## src/rtl/mem_stage_pkg.sv

```systemverilog
// Shared types and parameter defaults for the memory pipeline stage.
package mem_stage_pkg;

  typedef enum logic {
    S_IDLE,
    S_BUSY
  } state_e;

  localparam int unsigned CNT_W           = 4;
  localparam int unsigned DATA_W_DEF      = 32;
  localparam int unsigned DEPTH_DEF       = 64;
  localparam int unsigned BASE_ADDR_DEF   = 1024;
  localparam int unsigned WAIT_CYCLES_DEF = 2;

endpackage

```

## src/rtl/data_memory_param.sv

```systemverilog
// Word-addressed data storage: synchronous write, combinational read, no reset.
module data_memory_param #(
  parameter int unsigned DATA_W = 32,
  parameter int unsigned DEPTH  = 64,
  localparam int unsigned AW    = (DEPTH > 1) ? $clog2(DEPTH) : 1
) (
  input  logic              clk,
  input  logic              we_i,
  input  logic [AW-1:0]     addr_i,
  input  logic [DATA_W-1:0] wdata_i,
  output logic [DATA_W-1:0] rdata_o
);

  logic [DATA_W-1:0] mem_q [DEPTH];

  always_ff @(posedge clk) begin
    if (we_i) mem_q[addr_i] <= wdata_i;
  end

  assign rdata_o = mem_q[addr_i];

endmodule

```

## src/rtl/mem_stage_pipe.sv

```systemverilog
// Memory pipeline stage with configurable access wait states.
// Optional alignment checking is enabled by defining MEM_STAGE_ALIGN_CHK_EN.
module mem_stage_pipe
  import mem_stage_pkg::*;
#(
  parameter int unsigned DATA_W      = DATA_W_DEF,
  parameter int unsigned DEPTH       = DEPTH_DEF,
  parameter int unsigned BASE_ADDR   = BASE_ADDR_DEF,
  parameter int unsigned WAIT_CYCLES = WAIT_CYCLES_DEF
) (
  input  logic              clk,
  input  logic              rst,
  input  logic              valid_in,
  input  logic [DATA_W-1:0] alu_res_in,
  input  logic [DATA_W-1:0] val_rm_in,
  input  logic [3:0]        dest_in,
  input  logic              wb_enable_in,
  input  logic              mem_read_enable_in,
  input  logic              mem_write_enable_in,
  output logic              stall_out,
  output logic              valid_out,
  output logic [DATA_W-1:0] alu_res_out,
  output logic [DATA_W-1:0] data_memory_out,
  output logic [3:0]        dest_out,
  output logic              wb_enable_out,
  output logic              mem_read_enable_out
`ifdef MEM_STAGE_ALIGN_CHK_EN
  ,
  output logic              misaligned_out
`endif
);

  localparam int unsigned AW = (DEPTH > 1) ? $clog2(DEPTH) : 1;
  localparam logic [CNT_W-1:0] CNT_INIT = CNT_W'((WAIT_CYCLES > 0) ? WAIT_CYCLES - 1 : 0);

  state_e            state_q, state_d;
  logic [CNT_W-1:0]  cnt_q, cnt_d;
  logic              latch, complete, stall;

  logic [DATA_W-1:0] req_addr_q, req_data_q;
  logic [3:0]        req_dest_q;
  logic              req_wb_q, req_rd_q, req_wr_q;

  logic [DATA_W-1:0] cur_addr, cur_data, mem_rdata;
  logic [3:0]        cur_dest;
  logic              cur_wb, cur_rd, cur_wr, use_req, mis, mem_we;
  logic [AW-1:0]     mem_idx;

  logic              valid_q, wb_q, rd_q;
  logic [DATA_W-1:0] alu_q, dmo_q;
  logic [3:0]        dest_q;

  always_ff @(posedge clk or negedge rst) begin
    if (!rst) begin
      state_q <= S_IDLE;
      cnt_q   <= '0;
    end else begin
      state_q <= state_d;
      cnt_q   <= cnt_d;
    end
  end

  always_comb begin
    state_d  = state_q;
    cnt_d    = cnt_q;
    latch    = 1'b0;
    complete = 1'b0;
    stall    = 1'b0;
    case (state_q)
      S_IDLE: begin
        if (valid_in) begin
          if ((mem_read_enable_in || mem_write_enable_in) && (WAIT_CYCLES != 0)) begin
            latch   = 1'b1;
            cnt_d   = CNT_INIT;
            state_d = S_BUSY;
            stall   = 1'b1;
          end else begin
            complete = 1'b1;
          end
        end
      end
      S_BUSY: begin
        if (cnt_q != '0) begin
          cnt_d = cnt_q - 1'b1;
          stall = 1'b1;
        end else begin
          complete = 1'b1;
          state_d  = S_IDLE;
        end
      end
      default: state_d = S_IDLE;
    endcase
  end

  assign stall_out = rst & stall;

  always_ff @(posedge clk or negedge rst) begin
    if (!rst) begin
      req_addr_q <= '0;
      req_data_q <= '0;
      req_dest_q <= '0;
      req_wb_q   <= 1'b0;
      req_rd_q   <= 1'b0;
      req_wr_q   <= 1'b0;
    end else if (latch) begin
      req_addr_q <= alu_res_in;
      req_data_q <= val_rm_in;
      req_dest_q <= dest_in;
      req_wb_q   <= wb_enable_in;
      req_rd_q   <= mem_read_enable_in;
      req_wr_q   <= mem_write_enable_in;
    end
  end

  // A completing access comes straight from the inputs when issued from IDLE
  // (no wait states or no memory op), otherwise from the latched request.
  assign use_req  = (state_q == S_BUSY);
  assign cur_addr = use_req ? req_addr_q : alu_res_in;
  assign cur_data = use_req ? req_data_q : val_rm_in;
  assign cur_dest = use_req ? req_dest_q : dest_in;
  assign cur_wb   = use_req ? req_wb_q   : wb_enable_in;
  assign cur_rd   = use_req ? req_rd_q   : mem_read_enable_in;
  assign cur_wr   = use_req ? req_wr_q   : mem_write_enable_in;

`ifdef MEM_STAGE_ALIGN_CHK_EN
  assign mis = (cur_rd | cur_wr) & (cur_addr[1:0] != 2'b00);
`else
  assign mis = 1'b0;
`endif

  assign mem_idx = AW'((cur_addr - DATA_W'(BASE_ADDR)) >> 2);
  assign mem_we  = complete & cur_wr & ~mis;

  data_memory_param #(
    .DATA_W (DATA_W),
    .DEPTH  (DEPTH)
  ) u_mem (
    .clk     (clk),
    .we_i    (mem_we),
    .addr_i  (mem_idx),
    .wdata_i (cur_data),
    .rdata_o (mem_rdata)
  );

  always_ff @(posedge clk or negedge rst) begin
    if (!rst) begin
      valid_q <= 1'b0;
      alu_q   <= '0;
      dmo_q   <= '0;
      dest_q  <= '0;
      wb_q    <= 1'b0;
      rd_q    <= 1'b0;
    end else if (complete) begin
      valid_q <= 1'b1;
      alu_q   <= cur_addr;
      dmo_q   <= (cur_rd & ~cur_wr) ? mem_rdata : '0;
      dest_q  <= cur_dest;
      wb_q    <= cur_wb & ~mis;
      rd_q    <= cur_rd & ~cur_wr;
    end else begin
      valid_q <= 1'b0;
      wb_q    <= 1'b0;
      rd_q    <= 1'b0;
    end
  end

`ifdef MEM_STAGE_ALIGN_CHK_EN
  logic mis_q;
  always_ff @(posedge clk or negedge rst) begin
    if (!rst)          mis_q <= 1'b0;
    else if (complete) mis_q <= mis;
    else               mis_q <= 1'b0;
  end
  assign misaligned_out = mis_q;
`endif

  assign valid_out           = valid_q;
  assign alu_res_out         = alu_q;
  assign data_memory_out     = dmo_q;
  assign dest_out            = dest_q;
  assign wb_enable_out       = wb_q;
  assign mem_read_enable_out = rd_q;

endmodule

```

## config.mk

```make
export PLATFORM = sky130hd
export DESIGN_NAME = mem_stage_pipe
export DESIGN_NICKNAME = d
export VERILOG_FILES = /design/src/rtl/mem_stage_pkg.sv /design/src/rtl/data_memory_param.sv /design/src/rtl/mem_stage_pipe.sv
export SDC_FILE = /design/constraint.sdc
export NUM_CORES = 2
export LEC_CHECK = 0
export CAP_MARGIN = 30
export CELL_PAD_IN_SITES_DETAIL_PLACEMENT = 0
export CELL_PAD_IN_SITES_GLOBAL_PLACEMENT = 1
export CORE_ASPECT_RATIO = 0.6
export CORE_MARGIN = 8
export CORE_UTILIZATION = 50
export CTS_BUF_LIST = sky130_fd_sc_hd__clkbuf_4
export DETAILED_ROUTE_END_ITERATION = 10
export MAX_ROUTING_LAYER = met4
export PLACE_DENSITY = 0.84
export SLEW_MARGIN = 20
export SYNTH_ARGS = -nofsm -noshare
export SYNTH_HDL_FRONTEND = slang
export SYNTH_SLANG_ARGS = --single-unit
```

## constraint.sdc

```tcl
create_clock -name clk -period 4.3 [get_ports clk]
set_input_delay 0.86 -clock clk [delete_from_list [all_inputs] [get_ports clk]]
set_output_delay 0.86 -clock clk [all_outputs]
set_load 0.02 [all_outputs]
```

# [Yosys cells after proc, flatten, opt, wreduce, memory -nomap -nowiden]
# Memory sizes are Yosys's and may differ from the RTL's.
# Index checks and enable logic that the tools add are counted.
[totals] output_inout_bits=72 memories=1 inputBits=74 ramBits=2048 reg_bits=147 wordCells=53
[mem_list] memory="u_mem.mem_q" depth=64 width=32 rd=1 rd_ports_with_merged_regs=0 wr=1 line_no="data_memory_param.sv:14" text="logic [DATA_W-1:0] mem_q [DEPTH];"
[op_classes] bitwise_logic=5 mux=25 add_sub_neg=2 n_reduce_logical=3 n_eq_ne=3
[ops] operator="32-bit 2-to-1 mux" n=3
[ops] operator="4-bit 2-to-1 mux" n=4
[ops] operator="1-bit 2-to-1 mux" n=15
[ops] operator="4-bit case mux with 2 select lines" n=1
[ops] operator="8-bit by 1-bit subtractor with 8-bit output (second input constant)" n=1
[ops] operator="2-bit inequality test (second input constant)" n=2
[ops] operator="1-bit case mux with 2 select lines" n=2
[ops] operator="4-bit nonzero test" n=1
[ops] operator="4-bit by 1-bit subtractor with 4-bit output (second input constant)" n=1
[ops] operator="1-bit AND" n=3
[ops] operator="3-bit AND reduction" n=1
[ops] operator="2-bit by 1-bit inequality test with 1-bit output (second input constant)" n=1
[ops] operator="1-bit inverter" n=2
[ops] operator="1-bit logical OR" n=1

# [Depth between registers and ports, before layout]
[logic_depth] word_depth=7 ltp_mapped=12 mapped_depth_nobuf=8

# [Hierarchy]
# From an unflattened synthesis, not the netlist that was laid out.
[hier_totals] cells_unflattened=4703 hier_area_um2=84826.4
[modules_own_cells] module="data_memory_param" cells_per_inst=4207 n_inst=1 area_each_um2=78287.6 seq_area_each_um2=61499.0
[modules_own_cells] module="mem_stage_pipe" cells_per_inst=496 n_inst=1 area_each_um2=6538.8 seq_area_each_um2=3678.5

# [Worst setup path before layout]
# OpenSTA, ideal clock, no wires.
[synth_path] kind="input to register" start="input port alu_res_in[4]" end="memory u_mem.mem_q[17][0], enable pin" t_required_ns=3.839 stages=8 path_slack_ns=-0.620 path_buffers=5 setup_ns=0.461 arrival_ns=4.459 path_cell_list="buf_2 -> or4b_1 -> and2_1 -> buf_6 -> buf_6 -> buf_6 -> buf_6 -> nor3_1"
[synth_via] elab_chain_cells=2
[synth_rtl] element="start, declared" line_no="mem_stage_pipe.sv:14" text="input logic [DATA_W-1:0] alu_res_in,"
[synth_rtl] element="32-bit 2-to-1 mux" line_no="mem_stage_pipe.sv:118" text="assign cur_addr = use_req ? req_addr_q : alu_res_in;"
[synth_rtl] element="8-bit by 1-bit subtractor with 8-bit output" line_no="mem_stage_pipe.sv:131" text="assign mem_idx = AW'((cur_addr - DATA_W'(BASE_ADDR)) >> 2);"
[synth_rtl] element="end, declared" line_no="data_memory_param.sv:14"
# No other way between the ends.

# [Worst setup path in the final report]
[layout_path] start="register state_q" end="register dmo_q[13] (netlist: data_memory_out[13])"
[layout_via] elab_chain_cells=4 word_cells_on_any_way=10 classes_between="add/sub: 1; mux: 5; bitwise: 3; memory: 1"
[layout_rtl] element="start, declared" line_no="mem_stage_pipe.sv:36" text="state_e state_q, state_d;"
[layout_rtl] element="start signal, assigned" line_no="mem_stage_pipe.sv:58" text="state_q <= state_d;"
[layout_rtl] element="32-bit 2-to-1 mux / 1-bit 2-to-1 mux (equally long branches)" line_no="mem_stage_pipe.sv:118, mem_stage_pipe.sv:123"
[layout_rtl] element="8-bit by 1-bit subtractor with 8-bit output / 1-bit inverter (equally long branches)" line_no="mem_stage_pipe.sv:131, mem_stage_pipe.sv:156"
[layout_rtl] element="memory read 64 x 32 bit / 1-bit AND (equally long branches)"
[layout_rtl] element="32-bit 2-to-1 mux" line_no="mem_stage_pipe.sv:156" text="dmo_q <= (cur_rd & ~cur_wr) ? mem_rdata : '0;"
[layout_rtl] element="end signal, assigned" line_no="mem_stage_pipe.sv:156"
[layout_rtl] element="end, declared" line_no="mem_stage_pipe.sv:50" text="logic [DATA_W-1:0] alu_q, dmo_q;"
# Several ways; a longest one is shown, not always the timed one.
# A chain may end at the register's enable or synchronous reset.

==> key figures <==
Floorplanning
  – Die W: 534 um
  – Full die area: 174000 sq um
  – CORE AREA: 160000 sq um
  – Starting Density: 0.502
  – Ports: 146
  – # rows: 114
  – Die H: 327 um

Route
  – Number of remaining DRC errors: 0
  – Final wirelength: 287000 um
  – Vias per Instance: 6.85
  – Via count: 55000
  – DRT iter0 DRCs: 10700
  – First-pass iteration count of the detailed router: 8
  – Drt wl/cell: 35.8 um
  – ANT nets after route: 0

Placed design
  – Placed Cells: 7164
  – Dpl hpwl: 165000 um
  – PortBufs: 145
  – Placed cell area: 88100 sq um
  – Placer Congestion: 0.944

Global route
  – Initial antenna violation count: 16
  – Vias in the first global route: 52000
  – Gr ovfl total: 0
  – GRT Total Usage: 0.326
  – Largest net degree at the start of global routing: 134
  – First-pass GRT wire length: 392000 um

Layout
  – Layout cells sized above 1: 0.232
  – Final Non-Filler Cells: 8031
  – Register area: 65200 sq um
  – Final Cell Area: 94300 sq um
  – Nets: 5571
  – P&R area growth vs syn: 17.3%
  – Multi-input logic area: 14300 sq um
  – Number of fill cells: 11800
  – Final Util: 0.588

Power and ir drop
  – Clk pwr share: 0.234
  – VDD IR max: 0.000991 V
  – Combinational share of power: 0.348
  – NetSw: 25.6 mW
  – Int Pwr: 43.0 mW
  – Power after layout: 68.6 mW
  – Sw Ratio: 0.373
  – Pwr/cell area: 727 nW/um^2
  – Leakage power figure: 31.3 nW
  – Share of power burned in registers: 0.418

STA
  – # setup viols final: 0
  – Achievable frequency: 239 MHz
  – Max Slew Vio Count: 0
  – Hold Vio Cnt, Final: 0
  – Setup Skew: 0.125 ns
  – RSZ-0062 raised after global routing: false
  – Slew margin rel.: 0.275
  – Worst slew pin tran: 1.09 ns
  – Final cycle utilization of the critical path: 0.973
  – Min Tclk post-route: 4.18 ns
  – Post-route setup TNS: 0 ns

Yosys
  – Flops & latches, synth: 2195
  – Synth top area cells: edfxtp_1, o22ai_1, dfrtp_1, mux2_2, nor2_1
  – Async SR Flop Fraction: 0.0670
  – Synth cell count leaders: edfxtp_1, o22ai_1, nor2_1, nand2_1, a21oi_1
  – Unique cell type count in the Yosys netlist: 60
  – Syn_nets: 4865
  – Post-synth top area share: 0.765
  – Syn. warnings: 0
  – Synth Area per Inst: 16.8 sq um
  – Post-synth top flop: edfxtp_1
  – Sequential area share after synthesis: 0.810
  – Post-Syn Instances: 4789
  – Top-count cell post-synth: edfxtp_1
  – Synthesized cell area: 80400 sq um
  – Cell taking the most area after synthesis: edfxtp_1
  – EDFF count, synth: 2048

Worst setup path
  – Slowest CP cell: and2_4
  – Max stage delay on crit path: 0.71 ns
  – Worst Path Buf+Inv: 3
  – Worst Setup End Kind: flop
  – Critical path class: flop to flop
  – Crit-path leading delay family: simple AND/OR/NAND/NOR gates
  – Critical-path cell list: buf_4 -> nand4_1 -> and2_4 -> buf_12 -> buf_12 -> o22ai_1 -> nor4_1 -> o22ai_1 -> nor2_1 -> a22o_1
  – CP Data Required Time: 5.49 ns
  – CP Data Arrival Time: 5.37 ns
  – Startpoint Class: flop
  – Crit-path max FO: 30

Outcome
  – Outcome: finished clean

Clock tree
  – Clk pin slew, worst setup/hold paths: 0.07 ns
  – CTS tree: done
  – Root Driver: clkbuf_4
  – Total clock buffers created by CTS: 469
  – Worst-Skew Late Latency: 1.26 ns
  – TritonCTS Sinks: 2195
  – H-tree depth: 5
  – CTS max path bufs: 4

Flow run
  – MaxCap Viol Count: 0

Hold path
  – Hold Crit Class: primary input to flop
==> power groups by stage <==
stage	logic, mW	registers, mW	clock network, mW
after floorplan	11.4	29.1	0
after global placement	21.9	29.1	0
after detailed placement	22.6	29.1	0
after CTS	22.7	28.6	16.1
after global routing	24.3	28.7	17.1
final	23.9	28.6	16.1
==> state kept, by name, summed over array words and instances, names as in the netlist <==
signal               flops
u_mem.mem_q           2048
alu_res_out             32
data_memory_out         32
req_addr_q              32
req_data_q              32
cnt_q                    4
dest_out                 4
req_dest_q               4
mem_read_enable_out      1
req_rd_q                 1
req_wb_q                 1
req_wr_q                 1
state_q                  1
valid_out                1
wb_enable_out            1
==> per-stage QoR <==
step	hold WS, ns	worst slack (ns)
after floorplan	0.445	-0.620
after global placement	0.461	0.000606
after detailed placement	0.469	-0.129
after CTS	0.124	0.0146
after global routing	0.163	0.000593
final	0.233	0.116
==> placed cells by master (no fill, tap or decap), drive strengths merged, types with 33 or more instances in the layout <==
cell	count
dfrtp	147
nand2	236
buf	389
nor4	81
a21oi	201
a31oi	47
edfxtp	2048
mux2i	59
mux2	119
nor2	354
o22ai	866
o21ai	42
clkbuf	731
a22oi	33
clkinv	89
clkdlybuf4s50	144
nor3	72
==> metal layers <==
| metal | wire [um] | GRT usage | part of all wire |
|---|---|---|---|
| met5 | 0 | - | 0 |
| met4 | 13900 | 0.134 | 0.048 |
| met3 | 58000 | 0.154 | 0.20 |
| met2 | 116000 | 0.430 | 0.40 |
| met1 | 99200 | 0.434 | 0.35 |
==> cells by family after synthesis <==
| logic type | after synthesis | share of synthesized area |
|---|---|---|
| and+or+nand+nor | 820 | 0.0451 |
| buffers and inverters | 307 | 0.0195 |
| xor gates and xnor gates | 2 | 0.000218 |
| DFF | 2195 | 0.810 |
| muxes | 178 | 0.0244 |
| AOI/OAI and AO/OA | 1285 | 0.100 |
| adders and majority gates | 2 | 0.000311 |
==> cell type report <==
class | count | share of cell area
clock buffer | 729 | 0.0580
inverter | 5 | 0.000199
clock inverter | 109 | 0.00625
sequential | 2195 | 0.691
tap | 2146 | 0.0285
antenna | 23 | 0.000610
multi-input combinational | 2287 | 0.152
timing repair buffer | 537 | 0.0639
==> repair_timing <==
item                                    CTS  global route
endpoints found under the hold margin   132             0
buffers inserted                          0             0
endpoints found under the setup margin    0             1
resized for setup                         0             1
hold buffers                              2             0
==> worst paths after layout <==
kind | start | endpoint | slack (ns) | depth (start not counted)
worst max-delay path | state_q$_DFF_PN0_ | data_memory_out[13]$_DFFE_PN0N_ | 0.12 | 10
worst min-delay path | val_rm_in[6] | req_data_q[6]$_DFFE_PN0P_ | 0.23 | 2
worst max register to register | state_q$_DFF_PN0_ | data_memory_out[13]$_DFFE_PN0N_ | 0.12 | 10
worst min register to register | dest_out[2]$_DFFE_PN0N_ | dest_out[2]$_DFFE_PN0N_ | 0.48 | 2
max in group asynchronous | rst | data_memory_out[7]$_DFFE_PN0N_ | 3.00 | 3
min in group asynchronous | rst | data_memory_out[26]$_DFFE_PN0N_ | 0.44 | 3
Note: power is estimated with default switching activity, not from simulation.
